==> src/rtl/mat_vec_sched_pkg.sv <==
// Shared constants for the mat_vec_sched row sequencer: FSM state encoding and
// the width of the settle down-counter.
package mat_vec_sched_pkg;

    localparam logic [2:0] ST_IDLE     = 3'd0;
    localparam logic [2:0] ST_FETCH    = 3'd1;
    localparam logic [2:0] ST_WAIT_ROW = 3'd2;
    localparam logic [2:0] ST_SETTLE   = 3'd3;
    localparam logic [2:0] ST_OUT      = 3'd4;
    localparam logic [2:0] ST_DONE     = 3'd5;

    // Settle counter width; DP_WAIT must not exceed 2**CNT_W.
    localparam int CNT_W = 8;

endpackage

==> src/rtl/mat_vec_sched.sv <==
// Sequencer for y = A*x on one shared combinational dot-product unit: fetches one
// row of A per pass, holds operands DP_WAIT cycles, then hands out one result per row.
module mat_vec_sched
    import mat_vec_sched_pkg::*;
#(
    parameter int WIDTH   = 32,
    parameter int SIZE    = 4,
    parameter int ROWS    = 4,
    parameter int DP_WAIT = 2,
    parameter int AW      = 2
) (
    input  logic                  CLK,
    input  logic                  RST_N,
    input  logic                  start,
    input  logic                  abort,
    input  logic [WIDTH*SIZE-1:0] vec_in,
    output logic                  busy,
    output logic                  done,
    output logic                  row_req,
    output logic [AW-1:0]         row_addr,
    input  logic                  row_valid,
    input  logic [WIDTH*SIZE-1:0] row_data,
    output logic [WIDTH*SIZE-1:0] dp_a,
    output logic [WIDTH*SIZE-1:0] dp_b,
    input  logic [WIDTH-1:0]      dp_y,
    output logic                  res_valid,
    input  logic                  res_ready,
    output logic [WIDTH-1:0]      res_data,
    output logic [AW-1:0]         res_idx
);

    logic [2:0]            state_reg;
    logic [2:0]            state_next;
    logic [AW-1:0]         row_idx_reg;
    logic [CNT_W-1:0]      cnt_reg;
    logic [WIDTH*SIZE-1:0] vec_reg;
    logic [WIDTH*SIZE-1:0] row_reg;
    logic                  res_valid_reg;
    logic [WIDTH-1:0]      res_data_reg;
    logic [AW-1:0]         res_idx_reg;
    logic                  last_row;

    assign last_row = (row_idx_reg == AW'(ROWS - 1));

    // abort wins over every other transition, including a same-cycle accept
    always_comb begin
        state_next = state_reg;
        if (abort) begin
            state_next = ST_IDLE;
        end else begin
            case (state_reg)
                ST_IDLE:     if (start) state_next = ST_FETCH;
                ST_FETCH:    state_next = ST_WAIT_ROW;
                ST_WAIT_ROW: if (row_valid) state_next = ST_SETTLE;
                ST_SETTLE:   if (cnt_reg == '0) state_next = ST_OUT;
                ST_OUT:      if (res_ready) state_next = last_row ? ST_DONE : ST_FETCH;
                ST_DONE:     state_next = ST_IDLE;
                default:     state_next = ST_IDLE;
            endcase
        end
    end

    always_ff @(posedge CLK) begin
        if (!RST_N) begin
            state_reg     <= ST_IDLE;
            row_idx_reg   <= '0;
            cnt_reg       <= '0;
            vec_reg       <= '0;
            row_reg       <= '0;
            res_valid_reg <= 1'b0;
            res_data_reg  <= '0;
            res_idx_reg   <= '0;
        end else begin
            state_reg <= state_next;
            if (abort) begin
                res_valid_reg <= 1'b0;
            end else begin
                case (state_reg)
                    ST_IDLE: begin
                        if (start) begin
                            vec_reg     <= vec_in;
                            row_idx_reg <= '0;
                        end
                    end
                    ST_WAIT_ROW: begin
                        if (row_valid) begin
                            row_reg <= row_data;
                            cnt_reg <= CNT_W'(DP_WAIT - 1);
                        end
                    end
                    ST_SETTLE: begin
                        if (cnt_reg == '0) begin
                            res_data_reg  <= dp_y;
                            res_idx_reg   <= row_idx_reg;
                            res_valid_reg <= 1'b1;
                        end else begin
                            cnt_reg <= cnt_reg - CNT_W'(1);
                        end
                    end
                    ST_OUT: begin
                        if (res_ready) begin
                            res_valid_reg <= 1'b0;
                            if (!last_row) row_idx_reg <= row_idx_reg + AW'(1);
                        end
                    end
                    default: ;
                endcase
            end
        end
    end

    // row_idx only moves after a result is accepted, so it doubles as the held address
    assign busy      = (state_reg != ST_IDLE);
    assign done      = (state_reg == ST_DONE);
    assign row_req   = (state_reg == ST_FETCH);
    assign row_addr  = row_idx_reg;
    assign dp_a      = row_reg;
    assign dp_b      = vec_reg;
    assign res_valid = res_valid_reg;
    assign res_data  = res_data_reg;
    assign res_idx   = res_idx_reg;

endmodule

==> config.mk <==
export PLATFORM = sky130hd
export DESIGN_NAME = mat_vec_sched
export DESIGN_NICKNAME = d
export VERILOG_FILES = /design/src/rtl/mat_vec_sched_pkg.sv /design/src/rtl/mat_vec_sched.sv
export SDC_FILE = /design/constraint.sdc
export NUM_CORES = 1
export LEC_CHECK = 0
export ABC_AREA = 1
export CORE_AREA = 2 2 226 228
export CTS_CLUSTER_DIAMETER = 100
export DETAILED_ROUTE_END_ITERATION = 12
export DIE_AREA = 0 0 228 230
export PLACE_DENSITY = 0.6
export SLEW_MARGIN = 5
export SYNTH_ARGS = -nofsm -noshare
export SYNTH_HDL_FRONTEND = slang
export SYNTH_SLANG_ARGS = --single-unit
==> constraint.sdc <==
create_clock -name CLK -period 4.2 [get_ports CLK]
set_clock_uncertainty 0.2 [all_clocks]
set_input_delay 0.84 -clock CLK [delete_from_list [all_inputs] [get_ports CLK]]
set_output_delay 0.84 -clock CLK [all_outputs]
set_load 0.05 [all_outputs]
# == Word-level counts from Yosys, hierarchy flattened ==
# Cells that the tools add are included.
# classes
reduce_logical,14
mux,16
eq_ne,12
addsub,2
n_bitwise,2
# ops
op,count
2-to-1 mux 8 bit,2
case mux 8 bit (2 select lines),1
2-to-1 mux 3 bit,5
case mux 3 bit (5 select lines),1
!= test 2 bit (second input constant),6
AND reduction 3 bit,4
zero test 8 bit,1
AND reduction 4 bit,2
subtractor 8 x 1 -> 8 bit (second input constant),1
== test 3 x 2 -> 1 bit (second input constant),2
== test 3 bit (second input constant),2
2-to-1 mux 2 bit,3
nonzero test 2 bit,3
AND reduction 5 bit,1
case mux 2 bit (2 select lines),1
== test 3 x 1 -> 1 bit (second input constant),1
zero test 3 bit,1
nonzero test 3 bit,1
adder 2 x 1 -> 2 bit (second input constant),1
== test 2 bit (second input constant),1
2-to-1 mux 1 bit,2
inverter 1 bit,2
case mux 1 bit (2 select lines),1
OR reduction 2 bit,1
# totals
wordCells,54
reg_bits,304
input_bits,294
output_inout_bits,296

# == Logic depth before layout (Yosys ltp) ==
# Gate-level depths: netlist (run 1).
# logic_depth
ltp_word,4
mapped_depth,9
mapped_depth_nobuf,9

# == Worst setup path after synthesis (run 1) ==
# Ideal clock, no wire load.
# synth_timing
path_type,flip-flop to output port
from,reg state_reg[2]
to,out done
slack_ps,1527
required_time_ps,3160
path_stages_with_launch,3
arrival_ps,1633
path_buffers,0
path_cell_list,dfxtp_1 -> inv_2 -> nor3_1
# synth_between
elab_chain_cells,1
# synth_lines
item,line,text
start: declaration,mat_vec_sched.sv:32,logic [2:0] state_reg;
start signal: assignment,mat_vec_sched.sv:74,state_reg <= state_next;
== test 3 bit,mat_vec_sched.sv:114,assign done = (state_reg == ST_DONE);
end: declaration,mat_vec_sched.sv:18,"output logic done,"
# No other way between the ends.

# == Final worst setup path (run 1) ==
# Same ends and word-level chain as after synthesis.

==> results.json, run 1 <==
{
  "syn_to_final_growth_pct": 70.0,
  "post_cts_buffers": 0,
  "met1Wirelength_um": 15600,
  "clockBufferDepth": 3,
  "grt-ovfl-total": 0,
  "die_h_um": 230,
  "synth_edf_count": 0,
  "ys_async_sr_fraction_pct": 0,
  "rsz0062_at_grt": "no",
  "cts_resized": 0,
  "final_common_cell": "clkdlybuf4s50_1",
  "hold_start": "res_data[27]$_SDFFE_PN0P_",
  "cts.sinks": 304,
  "die_area_um2": 52400,
  "initial_core_util_pct": 21.8,
  "tightest_slew_ns": 0.757,
  "end_kind": "output port",
  "io_buffers": 589,
  "finalSetupTns_ns": 0,
  "path_buf_inv": 2,
  "ys.flop_type": "dfxtp_1",
  "reg2reg_depth": 8,
  "power_frac_clock_pct": 41.5,
  "crit_family": "buffers and inverters",
  "cpPeakStageDelay_ns": 0.95,
  "fin_crit_sh_pct": 79.5,
  "ys_ff_latch": 304,
  "hpwl_um": 28600,
  "p_per_area_nw_per_um2": 407,
  "power_frac_seq_pct": 40.9,
  "synthesis.nets": 1703,
  "drt_iter0_markers": 427,
  "whs_ns": 0.244,
  "die_x_um": 228,
  "cts_tree": "built",
  "setup_viol": 0,
  "hold_violations": 0,
  "antenna_found_initial": 0,
  "yosys-top-cells-area": "dfxtp_1, nor2_1, o21ai_0, buf_2, inv_1",
  "dr_total_vias": 11000,
  "first_pass_iters": 6,
  "insertion_delay_ns": 0.52,
  "grt_pass1_wl_um": 60300,
  "netlist_instances": 1406,
  "fmax_ghz": 0.299,
  "top_layer": "met4",
  "grt_pass1_vias": 10900,
  "start_kind": "register",
  "slew_headroom_pct": 49.6,
  "p_sw_share_pct": 27.1,
  "wl_met2_um": 19000,
  "drc": 0,
  "yosys_warnings": 0,
  "required_ns": 3.16,
  "crit_slowest_cell": "clkdlybuf4s50_1",
  "seq_area_frac_synth_pct": 55.9,
  "status": "finished clean",
  "synth_top_area_share_pct": 55.9,
  "pin_count": 590,
  "crit_start": "state_reg[2]$_SDFFE_PP0P_",
  "final_util_pct": 37.1,
  "fin_crit_ns": 3.34,
  "syn_area_um2": 10900,
  "syn_area_per_cell_um2": 7.75,
  "final_cell_mix": "clkdlybuf4s50_1, nor2_1, dfxtp_1",
  "final-max-slew-violation-count": 0,
  "rows": 82,
  "hold_path_class": "reg2reg",
  "drive_gt1_share_pct": 4.31,
  "diodes": 0,
  "reg2reg_to": "res_data[14]$_SDFFE_PN0P_",
  "synth_top_cell_by_area": "dfxtp_1",
  "r2r_start": "cnt_reg[0]$_SDFFE_PN0P_",
  "synth_cell_types": 28,
  "critPathMaxFanout": 7,
  "worstSetupPathType": "reg2out",
  "worst_ir_drop_vdd_mv": 0.347,
  "whs_endpoint": "res_data[27]$_SDFFE_PN0P_",
  "htree_num_levels": 2,
  "path_clk_slew_ns": 0.06,
  "root_buffer": "clkbuf_16",
  "totalWireLength_um": 39600,
  "hold_depth": 2,
  "cts-buffers-inserted": 35,
  "viasPerCell": 4.18,
  "track_usage_pct": 14.4,
  "power_leakage_nw": 6.72,
  "internal_power_w": 0.00549,
  "maxCapViolCount": 0,
  "drt-wirelength-per-cell_um": 15.0,
  "arrival_ns": 2.30,
  "ant_nets": 0,
  "cp_cell_sequence": "inv_2 > nor3_1 > clkdlybuf4s50_1",
  "cts_hold_buffers": 0,
  "grt_max_degree": 152,
  "switchingPower_w": 0.00204,
  "reg2reg_slack_ns": 1.83,
  "core_area_um2": 49900,
  "wl_met3_um": 3990,
  "combPwrFrac_pct": 17.6,
  "nets": 2244,
  "routabilityCongestion": 0.827
}
## synthesized netlist by cell type, types with 2 or more instances
cell      count
nor2_1      535
nor2_4        2
a21oi_1      34
dfxtp_1     304
buf_2        48
nand3_1      15
inv_2         4
nor3_1        3
buf_6         3
nand2_1      40
a21oi_2      10
nand3b_1      2
clkbuf_1     44
inv_1        51
o21ai_0     253
o21ai_1      38
nand4_1       7
ha_1          3
## worst max path at each step
stage,endpoint,slack [ns],cells past startpoint
after floorplan,done,1.53,2
after global placement,dp_a[119]$_SDFFE_PN0P_,1.17,7
after detailed placement,dp_a[89]$_SDFFE_PN0P_,1.09,7
after CTS,done,0.81,3
after global routing,done,0.75,3
final,done,0.86,3
## area by class of cell
type	instances	area (µm²)
Sequential cell	304	6090
Fill cell	5124	31300
Multi-Input combinational cell	950	4150
Inverter	56	215
Clock inverter	9	151
Timing Repair Buffer	600	6050
Tap cell	672	841
Clock buffer	52	1020
## cells by family after synthesis
| logic type | after synthesis | share of synthesized area [%] |
|---|---|---|
| AOI/OAI and AO/OA | 336 | 15.8 |
| xor gates and xnor gates | 1 | 0.0804 |
| adders and majority gates | 3 | 0.345 |
| buffers and inverters | 152 | 6.03 |
| DFF | 304 | 55.9 |
| and+or+nand+nor | 610 | 21.8 |
## worst register-to-register path, cell delays in order, from the launching register on
cell and delay (ns):
dfxtp_1 0.32, inv_1 0.16, ha_1 0.17, nand2_1 0.08, nor2_1 0.17, nand3_2 0.42
buf_4 0.46, o21ai_1 0.23, a21oi_2 0.04
## per-stage QoR
step / cells / power, W / instance area (µm²) / setup WS (ns)
after floorplan: 1406 / 0.00386 / 10900 / 1.53
after global placement: 2582 / 0.00447 / 17300 / 1.17
after detailed placement: 2582 / 0.00447 / 17300 / 1.09
after CTS: 2643 / 0.00765 / 18500 / 0.811
after global routing: 2643 / 0.00785 / 18500 / 0.753
final: 2643 / 0.00753 / 18500 / 0.861
## power groups by stage
stage | logic (W) | registers [W] | clock network (W)
final | 0.00133 | 0.00308 | 0.00313
after global routing | 0.00142 | 0.00309 | 0.00333
after CTS | 0.00134 | 0.00308 | 0.00323
after detailed placement | 0.00134 | 0.00314 | 0
after global placement | 0.00133 | 0.00313 | 0
after floorplan | 0.000305 | 0.00355 | 0
## layer usage
| metal | vias to the layer above | global-route usage (%) |
|---|---|---|
| met5 | - | 0 |
| met4 | 0 | 4.21 |
| met3 | 57 | 6.36 |
| met2 | 403 | 25.2 |
| met1 | 5009 | 15.6 |
| li1 | 5576 | - |
Note: power is estimated with default switching activity, not from simulation.
==> run 2: changes to the inputs <==
CORE_AREA = 2 2 228 230   (was 2 2 226 228)
DIE_AREA = 0 0 230 232   (was 0 0 228 230)
PLACE_DENSITY = 0.59   (was 0.6)
clock period = 3.1 ns   (was 4.2 ns; I/O delays follow)
==> run 2 against run 1 <==
Compared with the run above: first-iteration DRC count rose by 16%; setup slack got worse by 0.75 ns; global-route usage decreased by 0.17 points; largest power group is now sequential cells; critical endpoint is now busy; highest routed layer is now met5; count of clock-buffer cells in the layout grew 1; flip-flop and latch count is the same; register-to-register slack worse by 0.81 ns.
==> results.json, run 2 (synthesis gave the netlist of run 1 again) <==
{
  "dr_total_vias": 11100,
  "finalSetupTns_ns": 0,
  "end_kind": "output port",
  "drc": 0,
  "setup_viol": 0,
  "totalWireLength_um": 39900,
  "syn_to_final_growth_pct": 70.5,
  "ant_nets": 0,
  "hpwl_um": 29300,
  "antenna_found_initial": 2,
  "fin_crit_ns": 2.99,
  "tightest_slew_ns": 0.766,
  "wl_met2_um": 18800,
  "insertion_delay_ns": 0.53,
  "fillCellCount": 5195,
  "wl_met3_um": 4110,
  "die_x_um": 230,
  "hold_start": "res_data[8]$_SDFFE_PN0P_",
  "fin_crit_sh_pct": 96.5,
  "grt-ovfl-total": 0,
  "worst_ir_drop_vdd_mv": 0.403,
  "core_area_um2": 50900,
  "drive_gt1_share_pct": 4.75,
  "power_leakage_nw": 6.75,
  "switchingPower_w": 0.00279,
  "cts_tree": "built",
  "grt_pass1_wl_um": 60200,
  "maxCapViolCount": 0,
  "viasPerCell": 4.18,
  "required_ns": 2.28,
  "initial_core_util_pct": 21.4,
  "final_common_cell": "clkdlybuf4s50_1",
  "crit_start": "state_reg[1]$_SDFFE_PP0P_",
  "power_frac_clock_pct": 40.4,
  "root_buffer": "clkbuf_16",
  "rsz0062_at_grt": "no",
  "rows": 83,
  "r2r_start": "state_reg[2]$_SDFFE_PP0P_",
  "drt-wirelength-per-cell_um": 15.0,
  "power_frac_seq_pct": 41.6,
  "combPwrFrac_pct": 18.0,
  "cpPeakStageDelay_ns": 0.90,
  "drt_iter0_markers": 495,
  "grt_max_degree": 112,
  "cts.sinks": 304,
  "htree_num_levels": 2,
  "status": "finished clean",
  "cp_cell_sequence": "nor2_4 > nand2_1 > clkdlybuf4s50_1",
  "die_area_um2": 53400,
  "cts_hold_buffers": 0,
  "power.total_w": 0.0100,
  "clockBufferDepth": 3,
  "path_clk_slew_ns": 0.06,
  "nets": 2250,
  "internal_power_w": 0.00724,
  "worstSetupPathType": "reg2out",
  "grt_pass1_vias": 10700,
  "crit_family": "buffers and inverters",
  "pin_count": 590,
  "path_buf_inv": 1,
  "post_cts_buffers": 0,
  "hold_path_class": "reg2reg",
  "io_buffers": 589,
  "met1Wirelength_um": 16000,
  "p_sw_share_pct": 27.8,
  "fmax_ghz": 0.334,
  "slew_headroom_pct": 48.8,
  "p_per_area_nw_per_um2": 540,
  "routabilityCongestion": 0.806,
  "arrival_ns": 2.17,
  "hold_violations": 0,
  "final-max-slew-violation-count": 0,
  "top_layer": "met5",
  "critPathMaxFanout": 9,
  "reg2reg_slack_ns": 1.02,
  "start_kind": "register",
  "die_h_um": 232,
  "final_cell_mix": "clkdlybuf4s50_1, nor2_1, dfxtp_1",
  "crit_slowest_cell": "clkdlybuf4s50_1",
  "first_pass_iters": 4,
  "cts_resized": 0,
  "cts-buffers-inserted": 36,
  "track_usage_pct": 14.2
}
-- run 2: metrics by stage --
stage | std cells | utilization (%) | worst slack [ns] | instance area, µm² | hold WS [ns]
detailed placement | 2595 | 34.3 | 0.427 | 17400 | 0.239
global route | 2658 | 36.5 | 0.00729 | 18600 | 0.263
CTS | 2658 | 36.5 | 0.0657 | 18600 | 0.217
finish | 2659 | 36.5 | 0.108 | 18600 | 0.244
global placement | 2595 | 34.3 | 0.461 | 17400 | 0.233
floorplan | 1406 | - | 0.647 | 10900 | 0.254
-- run 2: power groups by stage --
stage | Combinational (W) | Sequential (W) | Clock (W)
2_1_floorplan | 0.000414 | 0.00481 | 0
3_3_place_gp | 0.00181 | 0.00425 | 0
3_5_place_dp | 0.00182 | 0.00425 | 0
4_1_cts | 0.00183 | 0.00417 | 0.00422
5_1_grt | 0.00194 | 0.00419 | 0.00438
6_report | 0.00181 | 0.00417 | 0.00405
-- run 2: final timing paths --
check	to	cells past startpoint
worst max-delay path	busy	3
worst min-delay path	res_data[8]$_SDFFE_PN0P_	2
worst max register to register	dp_a[7]$_SDFFE_PN0P_	6
worst min register to register	res_data[8]$_SDFFE_PN0P_	2
-- run 2: area by class of cell --
class	count	area [µm²]	share of cell area, %
multi-input cells	950	4150	22.3
well taps	680	851	4.58
flip-flops and latches	304	6090	32.8
clock buffers	53	1040	5.58
repair buffers	605	6140	33.1
inverters	56	215	1.16
clock inverters	10	92.6	0.499
diodes	1	2.50	0.0135
-- run 2: per-layer routing --
| layer | global-route usage [%] | vias up |
|---|---|---|
| met5 | 0 | - |
| met4 | 4.15 | 4 |
| met3 | 5.98 | 49 |
| met2 | 24.3 | 434 |
| met1 | 16.1 | 5008 |
| li1 | - | 5616 |
-- run 2: worst register-to-register path: stages, from the launching register on --
cell and delay (ns):
dfxtp_1 0.40, nor2_1 0.22, nand4_1 0.19, buf_12 0.23
buf_12 0.20, o21ai_0 0.43, nor2_1 0.08
==> run 3: changes to the inputs <==
SLEW_MARGIN = 30   (was 5)
==> results of run 3 <==
Final layout, timing and power as in run 2 (identical DEF).
